File: config.mk
export PLATFORM = sky130hd
export DESIGN_NAME = exec_sequencer
export DESIGN_NICKNAME = d
export VERILOG_FILES = /design/src/rtl/exec_sequencer.sv
export SDC_FILE = /design/constraint.sdc
export NUM_CORES = 1
export LEC_CHECK = 0
export CAP_MARGIN = 20
export CORE_MARGIN = 3
export CORE_UTILIZATION = 40
export DETAILED_ROUTE_END_ITERATION = 10
export HOLD_SLACK_MARGIN = 0.05
export PLACE_DENSITY = 0.73
export RECOVER_POWER = 25
export SLEW_MARGIN = 30
export SYNTH_ARGS = -nofsm -noshare
export SYNTH_HDL_FRONTEND = slang
export SYNTH_SLANG_ARGS = --single-unit
File: constraint.sdc
create_clock -name clk -period 4.1 [get_ports clk]
set_input_delay 0.82 -clock clk [delete_from_list [all_inputs] [get_ports clk]]
set_output_delay 0.82 -clock clk [all_outputs]
set_load 0.005 [all_outputs]
File: src/rtl/exec_sequencer.sv
// exec_sequencer -- multi-cycle fetch/read/execute/writeback sequencer for the
// 16-bit CPU. It drives a 4x16 register file that has a combinational read
// path. Only one instruction is in flight at a time.
//
// Ports:
//   clk, rst_n           clock; synchronous active-low reset
//   instr_valid/instr    instruction word offered by the source
//   instr_ready          high in FETCH; a word is accepted on valid && ready
//   rf_read_address1/2   operand selects, taken from ir[9:8] and ir[7:6]
//   rf_data_out1/2       operand data returned by the register file
//   rf_enabling          one-cycle write strobe, asserted in WB
//   rf_write_address     destination register, taken from ir[11:10]
//   rf_data_in           writeback data (the result register)
//   zero_flag/carry_flag result flags of the last writing instruction
//   pc                   count of accepted instructions, wraps at 8 bits
//   busy                 high in READ, EXEC and WB
//   halted               high once HALT has executed, until reset
//   illegal              high for the EXEC cycle of an undefined opcode
//
// Build option: EXEC_SEQUENCER_SHIFT_EN enables SHL (opcode 9) and SHR
// (opcode A). Without it, both opcodes are illegal.
module exec_sequencer (
   input  logic        clk,
   input  logic        rst_n,
   input  logic        instr_valid,
   input  logic [15:0] instr,
   output logic        instr_ready,
   output logic [1:0]  rf_read_address1,
   output logic [1:0]  rf_read_address2,
   input  logic [15:0] rf_data_out1,
   input  logic [15:0] rf_data_out2,
   output logic        rf_enabling,
   output logic [1:0]  rf_write_address,
   output logic [15:0] rf_data_in,
   output logic        zero_flag,
   output logic        carry_flag,
   output logic [7:0]  pc,
   output logic        busy,
   output logic        halted,
   output logic        illegal
);

   typedef enum logic [2:0] {FETCH, READ, EXEC, WB, HALTED} state_t;

   state_t      state, state_nxt;
   logic [15:0] ir, op_a, op_b, result;
   logic [3:0]  opc;
   logic        wr_op, carry_op, legal_op, halt_op;
   logic [15:0] sext_imm;
   logic [16:0] alu_wide;

   assign opc              = ir[15:12];
   assign rf_read_address1 = ir[9:8];
   assign rf_read_address2 = ir[7:6];
   assign rf_write_address = ir[11:10];
   assign rf_data_in       = result;
   assign sext_imm         = {{10{ir[5]}}, ir[5:0]};

   // Opcode classification
   always_comb begin
      wr_op    = 1'b0;
      carry_op = 1'b0;
      legal_op = 1'b1;
      halt_op  = 1'b0;
      case (opc)
         4'h0: ;
         4'h1, 4'h2, 4'h8: begin
            wr_op    = 1'b1;
            carry_op = 1'b1;
         end
         4'h3, 4'h4, 4'h5, 4'h6, 4'h7: wr_op = 1'b1;
`ifdef EXEC_SEQUENCER_SHIFT_EN
         4'h9, 4'hA: wr_op = 1'b1;
`endif
         4'hF: halt_op = 1'b1;
         default: legal_op = 1'b0;
      endcase
   end

   // ALU: bit 16 carries the carry (ADD/ADDI) or the borrow (SUB)
   always_comb begin
      alu_wide = '0;
      case (opc)
         4'h1: alu_wide = {1'b0, op_a} + {1'b0, op_b};
         4'h2: alu_wide = {1'b0, op_a} - {1'b0, op_b};
         4'h3: alu_wide = {1'b0, op_a & op_b};
         4'h4: alu_wide = {1'b0, op_a | op_b};
         4'h5: alu_wide = {1'b0, op_a ^ op_b};
         4'h6: alu_wide = {9'h000, ir[7:0]};
         4'h7: alu_wide = {1'b0, op_a};
         4'h8: alu_wide = {1'b0, op_a} + {1'b0, sext_imm};
`ifdef EXEC_SEQUENCER_SHIFT_EN
         4'h9: alu_wide = {1'b0, op_a << ir[3:0]};
         4'hA: alu_wide = {1'b0, op_a >> ir[3:0]};
`endif
         default: alu_wide = '0;
      endcase
   end

   always_ff @(posedge clk) begin
      if (!rst_n) begin
         state      <= FETCH;
         ir         <= '0;
         op_a       <= '0;
         op_b       <= '0;
         result     <= '0;
         pc         <= '0;
         zero_flag  <= 1'b0;
         carry_flag <= 1'b0;
      end else begin
         state <= state_nxt;
         case (state)
            FETCH: begin
               if (instr_valid) begin
                  ir <= instr;
                  pc <= pc + 8'd1;
               end
            end
            READ: begin
               op_a <= rf_data_out1;
               op_b <= rf_data_out2;
            end
            EXEC: begin
               if (wr_op) begin
                  result    <= alu_wide[15:0];
                  zero_flag <= (alu_wide[15:0] == 16'h0000);
                  if (carry_op) carry_flag <= alu_wide[16];
               end
            end
            default: ;
         endcase
      end
   end

   always_comb begin
      state_nxt   = state;
      instr_ready = 1'b0;
      busy        = 1'b0;
      halted      = 1'b0;
      illegal     = 1'b0;
      rf_enabling = 1'b0;
      case (state)
         FETCH: begin
            instr_ready = 1'b1;
            if (instr_valid) state_nxt = READ;
         end
         READ: begin
            busy      = 1'b1;
            state_nxt = EXEC;
         end
         EXEC: begin
            busy      = 1'b1;
            illegal   = ~legal_op;
            state_nxt = halt_op ? HALTED : WB;
         end
         WB: begin
            busy        = 1'b1;
            // A reset landing in WB must not let the dropped instruction write
            rf_enabling = wr_op & rst_n;
            state_nxt   = FETCH;
         end
         HALTED: halted = 1'b1;
         default: state_nxt = FETCH;
      endcase
   end

endmodule
==> run metrics <==
post-route insts no fill 992; Total GRT Usage 0.207; post-route clock skew 0.00574 ns; antenna cell count 0; crit path from op_b[0]; CTS root buffer clkbuf_16; Fill cells 1,269; required time of the worst setup path 4.36 ns; hold path start ir[9]; highest-count cells in the layout ignoring fill and taps nand2_1 (124), dfxtp_1 (76), a21oi_1 (71), clkdlybuf4s50_1 (71), ha_1 (50); CTS tree built; RSZ-0062 raised after global routing true; r2r startpoint op_b[0]; Crit Path Category register to register; Clock Pin Slew Worst Setup and Hold Paths 0.06 ns; GR met3 Demand/Resource 0.0410; initial antenna violation count 0; failing checks setup timing; GR peak layer met2; Synth Cell Area 5460 um2; TritonRoute pass-1 iters 5; commonest non-fill, non-tap cell in the layout nand2_1; largest net degree at the start of global routing 39; Hold Crit Class register to register; fraction of registers with async set/reset 0; EDFF count, synth 0; Num CTS Buffers 9; DRC marker count from the first detailed-route iteration 498; Yosys reg bits 77; Die W 123 um; sequential area share after synthesis 0.282; I/O Pins 88; crit share post-route 1.05; vias per cell 5.41; Routed WL per cell 15.5 um; register area 1540 um2; Setup Viol. Count Final 4; Cell Rows 42; Final #Nets 916; Final Wtd Congestion 0.948; maxcap violations 0; syn nets 825; synth warn 0; # hold bufs at CTS 0; vias in the first global route 4,903; Final Hold Fails 0; Clock Tree Buf Depth 2; Worst Path Arrival 4.56 ns; Placeable Area 13,300 um2; first-pass GRT wire length 24,800 um; IO buf count 87; post-synthesis cell count 720; critical path peak fanout 3; H-Tree Depth 3; clk sink count 77; Area contributors post-synth dfxtp_1 (28%), ha_1 (12%), nand2_1 (8.6%); Max-slew headroom 0.251; top_reg_cell synth dfxtp_1; largest area contributor in the netlist dfxtp_1; DIE HEIGHT 123 um; setup_tns -0.592 ns; ratio of total power to cell area 331 nW/um2; maximum clock rate 233 MHz; final worst setup slack -0.196 ns; Slew @ Worst Pin 1.12 ns; Yosys top cell area share 0.282; die area 15,100 um2; WL final 15,300 um; share of layout cells above drive strength 1 0.116; met1 Use GR 0.302; Initial Utilization 0.411; Critical Path End Type register; Placed Cells 975; # DRC 0; Pleak 2.89 nW; Startpoint Class register; Final ANT Viol Nets 0; met2 Track Usage GR 0.304; vias post-DR 5,362; count of cell types in the netlist 65; Peak VDD IR 0.000244 V; synth-to-layout area growth 30.1%; Mean Syn Cell Area 7.58 um2; max-slew violation count 0; post-route minimum period 4.30 ns; Final HPWL DP 11,600 um; status finished with violations; clk_lat worst skew 0.34 ns; Overflow after GRT 0; Multi-input gate area 3660 um2
-- synth_stat cells (all sizes together) (6+ instances only) --
cell and count:
o211ai 7, or3 10, a22oi 6, a21oi 73
dfxtp 77, mux2i 8, and2 6, clkbuf 38
nand2 125, a21o 7, a211oi 16, nand3 19
xor2 8, o21ai 30, o22ai 6, a221o 9
nor2 50, ha 53, xnor2 7, nand3b 9
nor3 12, inv 40, nor4 6, nand2b 11
buf 10
-- cell families after synthesis --
logic type / share of synthesized area
simple gates: 0.238
compound gates: 0.234
buf+inv: 0.0646
flops: 0.282
fa+ha+maj: 0.125
xor+xnor: 0.0241
mux: 0.0312
-- path summary, 6_finish.rpt --
check / slack, ns / endpoint / cells after the start
max: -0.20 / zero_flag / 14
min reg2reg: 0.45 / ir[9] / 2
max reg2reg: -0.20 / zero_flag / 14
min: 0.45 / ir[9] / 2
-- power breakdown --
part / internal [W] / total [W] / switching, W
clock network: 0.000597 / 0.000919 / 0.000322
registers: 0.000790 / 0.000839 / 0.0000491
logic: 0.000285 / 0.000589 / 0.000304
total: 0.00167 / 0.00235 / 0.000675
-- state kept, by name, summed over array words and instances (netlist names) --
register and cells:
op_a 16, pc 8, state 3, zero_flag 1
ir 16, rf_data_in 16, op_b 16, carry_flag 1
-- area by class of cell --
type / count / share of cell area
clock buffers: 9 / 0.0317
clock inverters: 7 / 0.0171
inverters: 40 / 0.0212
multi-input cells: 555 / 0.516
flip-flops and latches: 77 / 0.217
well taps: 176 / 0.0310
repair buffers: 128 / 0.166
-- what timing repair did --
| item | 4_1_cts | 5_1_grt |
|---|---|---|
| resized for setup | 2 | 6 |
| endpoints found under the setup margin | 5 | 5 |
| pin swaps | 1 | 2 |
| setup buffers | 1 | 0 |
-- critical path, cell delays in order (launching register included) --
cell and delay [ns]:
dfxtp_2 0.32, or4_4 0.53, or4_4 0.43, or3_4 0.34
or3_4 0.34, or3_4 0.34, a221o_2 0.36, ha_4 0.30
nand2_4 0.05, or4_4 0.48, a21oi_2 0.14, nand3b_1 0.14
nand3_1 0.07, nand4b_1 0.18, o31ai_1 0.19
-- through the flow --
stage | total power (W) | util | cell area (um2) | hold slack, ns | setup WS (ns)
4_1_cts | 0.00236 | 0.532 | 7070 | 0.455 | -0.206
3_5_place_dp | 0.00143 | 0.504 | 6710 | 0.447 | -0.193
6_report | 0.00235 | 0.534 | 7100 | 0.453 | -0.196
2_1_floorplan | 0.00120 | - | 5510 | 0.437 | -0.123
3_3_place_gp | 0.00142 | 0.504 | 6710 | 0.443 | -0.185
5_1_grt | 0.00247 | 0.534 | 7100 | 0.475 | -0.367
-- per-layer routing --
metal | vias up | share of wire
met3 | 22 | 0.070
met4 | 0 | 0.021
li1 | 2734 | -
met1 | 2448 | 0.49
met5 | - | 0
met2 | 158 | 0.42
No activity file was read; power rests on OpenSTA's default activity.
